File: config.mk
export PLATFORM = sky130hd
export DESIGN_NAME = bla_sub_iter
export DESIGN_NICKNAME = d
export VERILOG_FILES = /design/src/rtl/alu_pkg.sv /design/src/rtl/bla_sub4.sv /design/src/rtl/bla_sub_iter.sv
export SDC_FILE = /design/constraint.sdc
export NUM_CORES = 1
export LEC_CHECK = 0
export CORE_ASPECT_RATIO = 0.7
export CORE_MARGIN = 2
export CORE_UTILIZATION = 48
export CTS_CLUSTER_SIZE = 12
export DETAILED_ROUTE_END_ITERATION = 10
export PLACE_DENSITY = 0.85
export REMOVE_ABC_BUFFERS = 1
export SETUP_SLACK_MARGIN = 0.4
export SLEW_MARGIN = 25
export SYNTH_ARGS = -nofsm -noshare
export SYNTH_HDL_FRONTEND = slang
export SYNTH_HIERARCHICAL = 1
export SYNTH_SLANG_ARGS = --single-unit
File: constraint.sdc
create_clock -name clk -period 2.9 [get_ports clk]
set_input_delay 0.29 -clock clk [delete_from_list [all_inputs] [get_ports clk]]
set_output_delay 0.29 -clock clk [all_outputs]
set_load 0.005 [all_outputs]
File: src/rtl/alu_pkg.sv
// Shared ALU datapath types: FSM states, slice width and result status flags.
package alu_pkg;

  localparam int SLICE_W = 4;

  typedef enum logic [1:0] {
    IDLE = 2'd0,
    RUN  = 2'd1,
    DONE = 2'd2
  } state_t;

  typedef struct packed {
    logic bout;
    logic ovf;
    logic zero;
    logic neg;
  } flags_t;

endpackage

File: src/rtl/bla_sub4.sv
// Combinational 4-bit borrow-lookahead subtract slice: d = a - b - bin.
// Zero latency; no handshake.
module bla_sub4 (
  input  logic [3:0] a,
  input  logic [3:0] b,
  input  logic       bin,
  output logic [3:0] d,
  output logic       bout
);

  logic [3:0] g;
  logic [3:0] p;
  logic [4:0] brw;

  assign g = ~a & b;
  assign p = ~(a ^ b);

  // Flat two-level lookahead: each borrow depends only on g, p and bin.
  assign brw[0] = bin;
  assign brw[1] = g[0] | (p[0] & bin);
  assign brw[2] = g[1] | (p[1] & g[0]) | (p[1] & p[0] & bin);
  assign brw[3] = g[2] | (p[2] & g[1]) | (p[2] & p[1] & g[0])
                | (p[2] & p[1] & p[0] & bin);
  assign brw[4] = g[3] | (p[3] & g[2]) | (p[3] & p[2] & g[1])
                | (p[3] & p[2] & p[1] & g[0]) | (p[3] & p[2] & p[1] & p[0] & bin);

  assign d    = a ^ b ^ brw[3:0];
  assign bout = brw[4];

endmodule

File: src/rtl/bla_sub_iter.sv
// Iterative subtractor, 4 bits/cycle: result SLICES cycles after accept, held until out_ready.
// Optional add mode (op port) under BLA_SUB_ADD_MODE_EN; in_ready only in IDLE, no queuing.
module bla_sub_iter
  import alu_pkg::*;
#(
  parameter int WIDTH = 16
) (
  input  logic             clk,
  input  logic             rst,
  input  logic             in_valid,
  output logic             in_ready,
  input  logic [WIDTH-1:0] a,
  input  logic [WIDTH-1:0] b,
  input  logic             bin,
`ifdef BLA_SUB_ADD_MODE_EN
  input  logic             op,
`endif
  output logic             out_valid,
  input  logic             out_ready,
  output logic [WIDTH-1:0] diff,
  output logic             bout,
  output logic             ovf,
  output logic             zero,
  output logic             neg
);

  localparam int SLICES = WIDTH / SLICE_W;
  localparam int IDX_W  = (SLICES > 1) ? $clog2(SLICES) : 1;
  localparam int MSB    = WIDTH - 1;
  localparam logic [IDX_W-1:0] LAST_IDX = IDX_W'(SLICES - 1);

  generate
    if (WIDTH < SLICE_W || (WIDTH % SLICE_W) != 0) begin : g_bad_width
      $error("bla_sub_iter: WIDTH must be a multiple of 4 and at least 4");
    end
  endgenerate

  state_t           state_q, state_d;
  logic [IDX_W-1:0] idx_q, idx_d;
  logic [WIDTH-1:0] a_q, a_d;
  logic [WIDTH-1:0] b_q, b_d;
  logic             brw_q, brw_d;
  logic [WIDTH-1:0] acc_q, acc_d;
  logic [WIDTH-1:0] diff_q, diff_d;
  flags_t           flags_q, flags_d;
  logic             in_ready_q, in_ready_d;
  logic             out_valid_q, out_valid_d;

  logic [WIDTH-1:0] b_in;
  logic             bin_in;
  logic             final_bout;

  logic [SLICE_W-1:0] sl_a;
  logic [SLICE_W-1:0] sl_b;
  logic [SLICE_W-1:0] sl_d;
  logic               sl_bout;

  // Add mode reuses the subtract slice as a - ~b - ~bin, so the stored
  // subtrahend is already inverted and the signed-overflow rule is shared.
`ifdef BLA_SUB_ADD_MODE_EN
  logic op_q, op_d;
  assign b_in       = op ? ~b : b;
  assign bin_in     = op ? ~bin : bin;
  assign final_bout = sl_bout ^ op_q;
`else
  assign b_in       = b;
  assign bin_in     = bin;
  assign final_bout = sl_bout;
`endif

  assign sl_a = a_q[int'(idx_q)*SLICE_W +: SLICE_W];
  assign sl_b = b_q[int'(idx_q)*SLICE_W +: SLICE_W];

  bla_sub4 u_slice (
    .a    (sl_a),
    .b    (sl_b),
    .bin  (brw_q),
    .d    (sl_d),
    .bout (sl_bout)
  );

  always_comb begin
    state_d     = state_q;
    idx_d       = idx_q;
    a_d         = a_q;
    b_d         = b_q;
    brw_d       = brw_q;
    acc_d       = acc_q;
    diff_d      = diff_q;
    flags_d     = flags_q;
    in_ready_d  = in_ready_q;
    out_valid_d = out_valid_q;
`ifdef BLA_SUB_ADD_MODE_EN
    op_d        = op_q;
`endif
    case (state_q)
      IDLE: begin
        if (in_valid) begin
          a_d        = a;
          b_d        = b_in;
          brw_d      = bin_in;
          idx_d      = '0;
`ifdef BLA_SUB_ADD_MODE_EN
          op_d       = op;
`endif
          in_ready_d = 1'b0;
          state_d    = RUN;
        end
      end
      RUN: begin
        acc_d[int'(idx_q)*SLICE_W +: SLICE_W] = sl_d;
        brw_d = sl_bout;
        if (idx_q == LAST_IDX) begin
          diff_d       = acc_d;
          flags_d.bout = final_bout;
          flags_d.ovf  = (a_q[MSB] != b_q[MSB]) && (acc_d[MSB] != a_q[MSB]);
          flags_d.zero = (acc_d == '0);
          flags_d.neg  = acc_d[MSB];
          out_valid_d  = 1'b1;
          state_d      = DONE;
        end else begin
          idx_d = idx_q + IDX_W'(1);
        end
      end
      DONE: begin
        if (out_ready) begin
          out_valid_d = 1'b0;
          in_ready_d  = 1'b1;
          state_d     = IDLE;
        end
      end
      default: begin
        state_d = IDLE;
      end
    endcase
  end

  always_ff @(posedge clk) begin
    if (rst) begin
      state_q     <= IDLE;
      idx_q       <= '0;
      a_q         <= '0;
      b_q         <= '0;
      brw_q       <= 1'b0;
      acc_q       <= '0;
      diff_q      <= '0;
      flags_q     <= '0;
      in_ready_q  <= 1'b1;
      out_valid_q <= 1'b0;
`ifdef BLA_SUB_ADD_MODE_EN
      op_q        <= 1'b0;
`endif
    end else begin
      state_q     <= state_d;
      idx_q       <= idx_d;
      a_q         <= a_d;
      b_q         <= b_d;
      brw_q       <= brw_d;
      acc_q       <= acc_d;
      diff_q      <= diff_d;
      flags_q     <= flags_d;
      in_ready_q  <= in_ready_d;
      out_valid_q <= out_valid_d;
`ifdef BLA_SUB_ADD_MODE_EN
      op_q        <= op_d;
`endif
    end
  end

  assign in_ready  = in_ready_q;
  assign out_valid = out_valid_q;
  assign diff      = diff_q;
  assign bout      = flags_q.bout;
  assign ovf       = flags_q.ovf;
  assign zero      = flags_q.zero;
  assign neg       = flags_q.neg;

endmodule

After elaboration in Yosys (flattened, before gate mapping)
Index checks and enable logic that the tools add are counted.
{"block": "op_classes", "n_addsub": 2, "n_eq_ne": 9, "n_shift": 4, "muxes": 16, "bitwise": 31, "reduce_logical": 13}
{"cell": "negator 4 -> 33 bit", "n": 1}
{"cell": "variable shift 4 x 33 -> 16 bit (first input constant)", "n": 1}
{"cell": "variable part select 4 x 33 -> 16 bit", "n": 1}
{"cell": "variable part select 16 x 5 -> 4 bit", "n": 2}
{"cell": "AND 1 bit", "n": 16}
{"cell": "bitwise mux 16 bit", "n": 1}
{"cell": "logical NOT 16 bit", "n": 1}
{"cell": "AND reduction 3 bit", "n": 4}
{"cell": "2-to-1 mux 2 bit", "n": 5}
{"cell": "bitwise OR 1 bit", "n": 10}
{"cell": "!= test 2 bit (second input constant)", "n": 4}
{"cell": "inverter 4 bit", "n": 2}
{"cell": "bitwise XOR 4 bit", "n": 2}
{"cell": "one-hot mux 1 bit (2 select lines)", "n": 3}
{"cell": "one-hot mux 2 bit (3 select lines)", "n": 1}
{"cell": "AND reduction 2 bit", "n": 3}
{"cell": "nonzero test 2 bit", "n": 3}
{"cell": "2-to-1 mux 1 bit", "n": 5}
{"cell": "AND 4 bit", "n": 1}
{"cell": "== test 2 bit (second input constant)", "n": 2}
{"cell": "one-hot mux 2 bit (2 select lines)", "n": 1}
{"cell": "adder 2 x 1 -> 2 bit (second input constant)", "n": 1}
{"cell": "== test 2 x 1 -> 1 bit (second input constant)", "n": 1}
{"cell": "logical NOT 2 bit", "n": 1}
{"cell": "2 further kinds", "n": 3}
{"block": "totals", "register_bits": 75, "output_inout_bits": 22}

Logic depth before layout (Yosys ltp)
{"block": "depth", "word_depth": 12, "mapped_depth": 12}

Modules after synthesis
The synthesis kept the hierarchy.
{"module": "bla_sub_iter", "n_inst": 1, "cells_each": 386, "area_per_inst_um2": 3261.9, "seq_area_each_um2": 1481.4}
{"module": "bla_sub4", "n_inst": 1, "cells_each": 27, "area_per_inst_um2": 200.2, "seq_area_each_um2": 0.0}

Least setup slack after synthesis
OpenSTA, ideal clock, no wires.
{"block": "synth_timing", "path_type": "register to register", "start": "register idx_q[0]", "end": "register flags_q (netlist bit zero)", "setup_time_ps": 92, "arrival_time_ps": 3134, "required_ps": 2808, "setup_slack_ps": -327, "stages_incl_launch_ff": 13, "n_path_buf": 2, "synth_period_minus_slack_ps": 3227, "path_cell_list": "dfxtp_1 > buf_2 > mux4_2 > inv_1 > ha_1 > a21o_1 > a21oi_2 > xor2_1 > clkbuf_1 > a311oi_1 > nor2_1 > or4b_1 > o32ai_1"}
{"block": "synth_via", "elab_cells_between_ends": 29, "classes_between": "1 x add/sub; 1 x eq/ne; 4 x shift; 1 x mux; 20 x bitwise; 2 x reduce/logical"}
{"item": "start, declared", "line": "bla_sub_iter.sv:39", "text": "logic [IDX_W-1:0] idx_q, idx_d;"}
{"item": "start signal, assigned", "line": "bla_sub_iter.sv:155", "text": "idx_q <= idx_d;"}
{"item": "variable part select 16 x 5 -> 4 bit (*)", "line": "bla_sub_iter.sv:71", "text": "assign sl_a = a_q[int'(idx_q)*SLICE_W +: SLICE_W];"}
{"item": "net sl_a[0]", "line": "bla_sub_iter.sv:53", "text": "logic [SLICE_W-1:0] sl_a;"}
{"item": "inverter 4 bit / bitwise XOR 4 bit (equally long branches)", "line": "bla_sub4.sv:15, bla_sub4.sv:16"}
{"item": "AND 4 bit / inverter 4 bit (equally long branches)", "line": "bla_sub4.sv:15, bla_sub4.sv:16"}
{"item": "AND 1 bit", "line": "bla_sub4.sv:21", "text": "assign brw[2] = g[1] | (p[1] & g[0]) | (p[1] & p[0] & bin);"}
{"item": "bitwise OR 1 bit / AND 1 bit (equally long branches)", "line": "bla_sub4.sv:21"}
{"item": "bitwise OR 1 bit (*)", "line": "bla_sub4.sv:21"}
{"item": "bitwise XOR 4 bit (*)", "line": "bla_sub4.sv:27", "text": "assign d = a ^ b ^ brw[3:0];"}
{"item": "net sl_d[2]", "line": "bla_sub_iter.sv:55", "text": "logic [SLICE_W-1:0] sl_d;"}
{"item": "variable part select 4 x 33 -> 16 bit (*)", "line": "bla_sub_iter.sv:111", "text": "acc_d[int'(idx_q)*SLICE_W +: SLICE_W] = sl_d;"}
{"item": "bitwise mux 16 bit (*)", "line": "bla_sub_iter.sv:111"}
{"item": "logical NOT 16 bit (*)", "line": "bla_sub_iter.sv:117", "text": "flags_d.zero = (acc_d == '0);"}
{"item": "end signal, assigned", "line": "bla_sub_iter.sv:161", "text": "flags_q <= flags_d;"}
{"item": "end, declared", "line": "bla_sub_iter.sv:45", "text": "flags_t flags_q, flags_d;"}
The timed path passes the listed nets; every way through them passes the cells marked *.
A chain may end at the register's enable or synchronous reset.

Worst setup path after layout
{"block": "layout_timing", "start": "register idx_q[0]", "end": "register flags_q (netlist bit zero)"}
{"block": "layout_via", "elab_cells_between_ends": 29, "classes_between": "1 x add/sub; 1 x eq/ne; 4 x shift; 1 x mux; 20 x bitwise; 2 x reduce/logical"}
{"item": "variable part select 16 x 5 -> 4 bit (*)", "line": "bla_sub_iter.sv:71"}
{"item": "net sl_a[0]", "line": "bla_sub_iter.sv:53"}
{"item": "inverter 4 bit / bitwise XOR 4 bit (equally long branches)", "line": "bla_sub4.sv:15, bla_sub4.sv:16"}
{"item": "AND 4 bit / inverter 4 bit (equally long branches)", "line": "bla_sub4.sv:15, bla_sub4.sv:16"}
{"item": "AND 1 bit, on equally long branches", "line": "bla_sub4.sv:22, bla_sub4.sv:23"}
{"item": "bitwise OR 1 bit / AND 1 bit (equally long branches)", "line": "bla_sub4.sv:22, bla_sub4.sv:23"}
{"item": "bitwise OR 1 bit (*)", "line": "bla_sub4.sv:23", "text": "| (p[2] & p[1] & p[0] & bin);"}
{"item": "bitwise XOR 4 bit (*)", "line": "bla_sub4.sv:27"}
{"item": "net sl_d[3]", "line": "bla_sub_iter.sv:55"}
{"item": "variable part select 4 x 33 -> 16 bit (*)", "line": "bla_sub_iter.sv:111"}
{"item": "bitwise mux 16 bit (*)", "line": "bla_sub_iter.sv:111"}
{"item": "logical NOT 16 bit (*)", "line": "bla_sub_iter.sv:117"}
Marks and branches as above.

==> implementation parameters <==
Parameter                              Value

Status
  Run status ... finished with violations
  Violations in the final reports ... negative setup slack

Timing
  Fin worst setup slack ... -0.0499 ns
  Sum Neg Setup Slack ... -0.0499 ns
  Part of the cycle the worst path needs ... 1.02
  Max-slew headroom at the worst pin ... 0.556
  Final hold violations ... 0
  Fmax ... 339 MHz
  Total setup violations reported at the end of the flow ... 1
  Tmin final ... 2.95 ns
  Worst hold slack ... 0.449 ns
  Count of pins over their slew limit ... 0
  Fin Clk Skew ... 0.0121 ns
  Transition time at the pin with the least slew margin ... 0.667 ns
  Setup repair after global routing missed its margin ... true

Synthesis
  Flops & latches, synth ... 74
  Synth Area in Compound Gates ... 0.177
  Top_reg_cell synth ... sky130_fd_sc_hd__dfxtp_1
  Number of enable-type register cells in the synthesized netlist ... 0
  Total standard cell area after synthesis ... 3460 sq um
  Simple-gate share of the synthesized area ... 0.239
  Proportion of synthesized chip area in sequential cells ... 0.428
  Share of synthesized cell area in full adder, half adder and majority cells ... 0.0455
  Gate count of the mapped netlist ... 413
  Average size of a mapped cell ... 8.38 sq um
  Count of cell types in the netlist ... 45
  Yosys warnings ... 6
  Largest area contributor in the netlist ... sky130_fd_sc_hd__dfxtp_1
  Share of flip-flops with an asynchronous set or reset ... 0
  Parity-gate share of the synthesized area counting xor and xnor cells ... 0.00506
  Combinational family with the most area after synthesis ... simple AND/OR/NAND/NOR gates
  Multiplexer fraction of the synthesized cell area ... 0.0578
  Area share of the largest cell type after synthesis ... 0.428
  Top area cells in the synthesized netlist ... sky130_fd_sc_hd__dfxtp_1 (43%), sky130_fd_sc_hd__nand2_1 (8.5%), sky130_fd_sc_hd__a21oi_1 (7.1%), sky130_fd_sc_hd__mux4_2 (5.2%), sky130_fd_sc_hd__nor2_1 (5.0%)

Die
  Starting Density ... 0.503
  I/O pin count ... 59
  Width of the chip ... 106 um
  Count of standard-cell rows ... 25
  Die outline height ... 75.1 um
  Area of the die ... 7920 sq um
  Area inside the core boundary ... 6880 sq um

Placement
  Routability congestion estimate ... 0.883
  Worst slack at placement ... 0.0436 ns
  Final HPWL DP ... 5870 um
  Cell area after placement ... 4200 sq um
  Port-buffer cells ... 58

CTS
  Clock slew at reported path FFs ... 0.08 ns
  Clock network latency to the later pin of the worst-skew pair ... 0.36 ns
  Number of buffers added by the clock tree synthesis step ... 9
  Hold buffer count at cts ... 0
  Worst-case clock buffer depth ... 2
  Number of clock sinks ... 74
  Root buf cell ... sky130_fd_sc_hd__clkbuf_8
  TritonCTS clock tree ... built
  H-Tree Level Count ... 3

Pwr
  Max VDD drop ... 235 uV
  Pwr dens ... 536 nW/um^2
  Static leakage power ... 1.73 nW
  Tot Pwr ... 0.00254 W

GRT
  Overflow left after global routing ... 0
  Global-route usage over all layers ... 0.229
  Initial antenna violation count ... 0
  Maximum number of pins on one net before global-route repair ... 35
  Global-route wire length before repair ... 14200 um
  Number of global-route vias before repair ... 2954

Setup path
  Data required time at the worst endpoint ... 3.17 ns
  Slowest cell on the critical path ... sky130_fd_sc_hd__mux4_2
  Cell seen most often among critical-path stages ... sky130_fd_sc_hd__buf_6
  Worst setup EP type ... flop
  Chain of cells forming the critical path ... buf_6 -> mux4_2 -> inv_2 -> buf_4 -> ha_1 -> a21oi_2 -> o21ai_1 -> nand3b_1 -> buf_6 -> and4b_1 -> mux2i_1 -> and4_1 -> nand4_1 -> o32ai_2
  Worst R2R Path Depth ... 14
  Startpoint of the worst-slack reg-to-reg timing path ... idx_q[0]
  Critical R2R Capture ... zero
  Largest fanout on the critical path ... 4
  Sort of element at the start of the critical path ... flop
  Arrival @ worst endpoint ... 3.22 ns
  Register-to-register setup slack ... -0.05 ns
  Worst setup path class ... flop to flop
  Biggest cell delay along the critical path ... 0.52 ns

Job
  Number of maximum-capacitance constraint violations ... 0

Drt
  Post-detailed-route via-to-cell ratio ... 5.65
  Average wire per standard cell ... 16.1 um
  Total wire length after detailed routing ... 9540 um
  Starting DRT DRC Count ... 278
  1st-pass router iterations ... 5
  Number of vias in the routed layout ... 3340
  Number of remaining DRC errors ... 0
  Antenna-violating nets left ... 0

Layout
  Synth-to-layout area growth ... 37.0%
  Share of post-route cells with drive strength above 1 ... 0.197
  Number of nets in the finished design ... 541
  Finished layout cell area ... 4740 sq um
  Ant diodes ... 0

Hold path
  Hold worst-path end ... acc_q[5]
  Origin of the worst min-delay path ... rst
  Path class of the lowest-slack min-delay path ... input pin to flop
  WHS Path Cells ... 2
## cell usage after synthesis, types with 5 or more instances
cell type,count
sky130_fd_sc_hd__nand2b_1,7
sky130_fd_sc_hd__nand3_1,7
sky130_fd_sc_hd__dfxtp_1,74
sky130_fd_sc_hd__a211oi_1,18
sky130_fd_sc_hd__a31oi_1,5
sky130_fd_sc_hd__a21oi_1,49
sky130_fd_sc_hd__nor2b_1,12
sky130_fd_sc_hd__inv_1,11
sky130_fd_sc_hd__a311oi_1,7
sky130_fd_sc_hd__a22oi_1,6
sky130_fd_sc_hd__nor2_1,46
sky130_fd_sc_hd__mux4_2,8
sky130_fd_sc_hd__nor3_1,5
sky130_fd_sc_hd__nand4_1,6
sky130_fd_sc_hd__buf_2,5
sky130_fd_sc_hd__clkbuf_1,23
sky130_fd_sc_hd__nand2_1,78
sky130_fd_sc_hd__ha_1,11
## metrics by stage
step | cells | utilization
global route | 591 | 0.689
finish | 591 | 0.689
floorplan | 382 | -
global placement | 556 | 0.610
CTS | 577 | 0.654
detailed placement | 556 | 0.610
## logic make-up after synthesis
family / Yosys count
buf+inv: 42
xor+xnor: 2
mux: 10
flops: 74
fa+ha+maj: 12
simple gates: 176
compound gates: 97
## critical path, delay by kind of cell, from the launching register on
kind / cells / cell delay (ns)
AO/OA/AOI/OAI: 3 / 0.37
adder cells (fa/ha/maj): 1 / 0.18
buffers and inverters: 4 / 0.49
flip-flops: 1 / 0.35
multiplexers: 2 / 0.72
AND/OR/NAND/NOR: 4 / 0.73
## how the worst max path moves through the flow
stage	end	cells past startpoint	start
after CTS	zero	10	idx_q[0]
after detailed placement	ovf	10	idx_q[0]
after floorplan	zero	10	idx_q[0]
after global routing	zero	13	idx_q[0]
final	zero	14	idx_q[0]
after global placement	zero	11	idx_q[0]
## sequential cells by signal, indices dropped and copies added (netlist names)
signal     cells
a_q           16
brw_q          1
state_q        2
bout           1
idx_q          2
diff          16
b_q           16
ovf            1
out_valid      1
acc_q         16
zero           1
in_ready       1
## power by group
part / total, W / switching (W) / internal, W
combinational: 0.000671 / 0.000342 / 0.000329
clock: 0.000780 / 0.000380 / 0.000400
sequential: 0.00109 / 0.0000287 / 0.00106
total: 0.00254 / 0.000751 / 0.00179
## cell type report
cell class | instances | area [sq um]
Fill cell | 503 | 2140
Multi-Input combinational cell | 297 | 1990
Sequential cell | 74 | 1480
Timing Repair Buffer | 99 | 921
Clock buffer | 12 | 135
Tap cell | 94 | 118
Clock inverter | 4 | 52.6
Inverter | 11 | 41.3
## placed cells by master, fill, tap and decap left out, types with 3 or more instances in the layout
cell                              instances
sky130_fd_sc_hd__clkbuf_8                 9
sky130_fd_sc_hd__nand2b_1                 7
sky130_fd_sc_hd__nand2_1                 78
sky130_fd_sc_hd__clkdlybuf4s50_1         57
sky130_fd_sc_hd__mux4_2                   8
sky130_fd_sc_hd__nand4_1                  6
sky130_fd_sc_hd__nor3_1                   3
sky130_fd_sc_hd__a31oi_1                  4
sky130_fd_sc_hd__nor2b_1                 11
sky130_fd_sc_hd__inv_1                    8
sky130_fd_sc_hd__dfxtp_1                 73
sky130_fd_sc_hd__buf_6                   10
sky130_fd_sc_hd__a311oi_1                 6
sky130_fd_sc_hd__a22oi_1                  5
sky130_fd_sc_hd__a211oi_2                 4
sky130_fd_sc_hd__nor2_1                  44
sky130_fd_sc_hd__a211oi_1                14
sky130_fd_sc_hd__buf_4                   31
sky130_fd_sc_hd__ha_1                     7
sky130_fd_sc_hd__nand3_1                  5
sky130_fd_sc_hd__clkbuf_1                 3
sky130_fd_sc_hd__inv_2                    3
sky130_fd_sc_hd__ha_4                     4
sky130_fd_sc_hd__a21oi_1                 46
sky130_fd_sc_hd__a21oi_2                  4
## timing repair
item | 4_1_cts | 5_1_grt
resized for setup | 17 | 30
buffers inserted | 5 | 14
gates cloned | 0 | 0
pin swaps | 17 | 21
setup endpoints to repair | 19 | 21
## routing by layer
layer  track usage  wire, um
met5             0         0
met1         0.296      4140
met4        0.0833       328
met2         0.372      4340
met3        0.0693       726
Note: power is estimated with default switching activity, not from simulation.
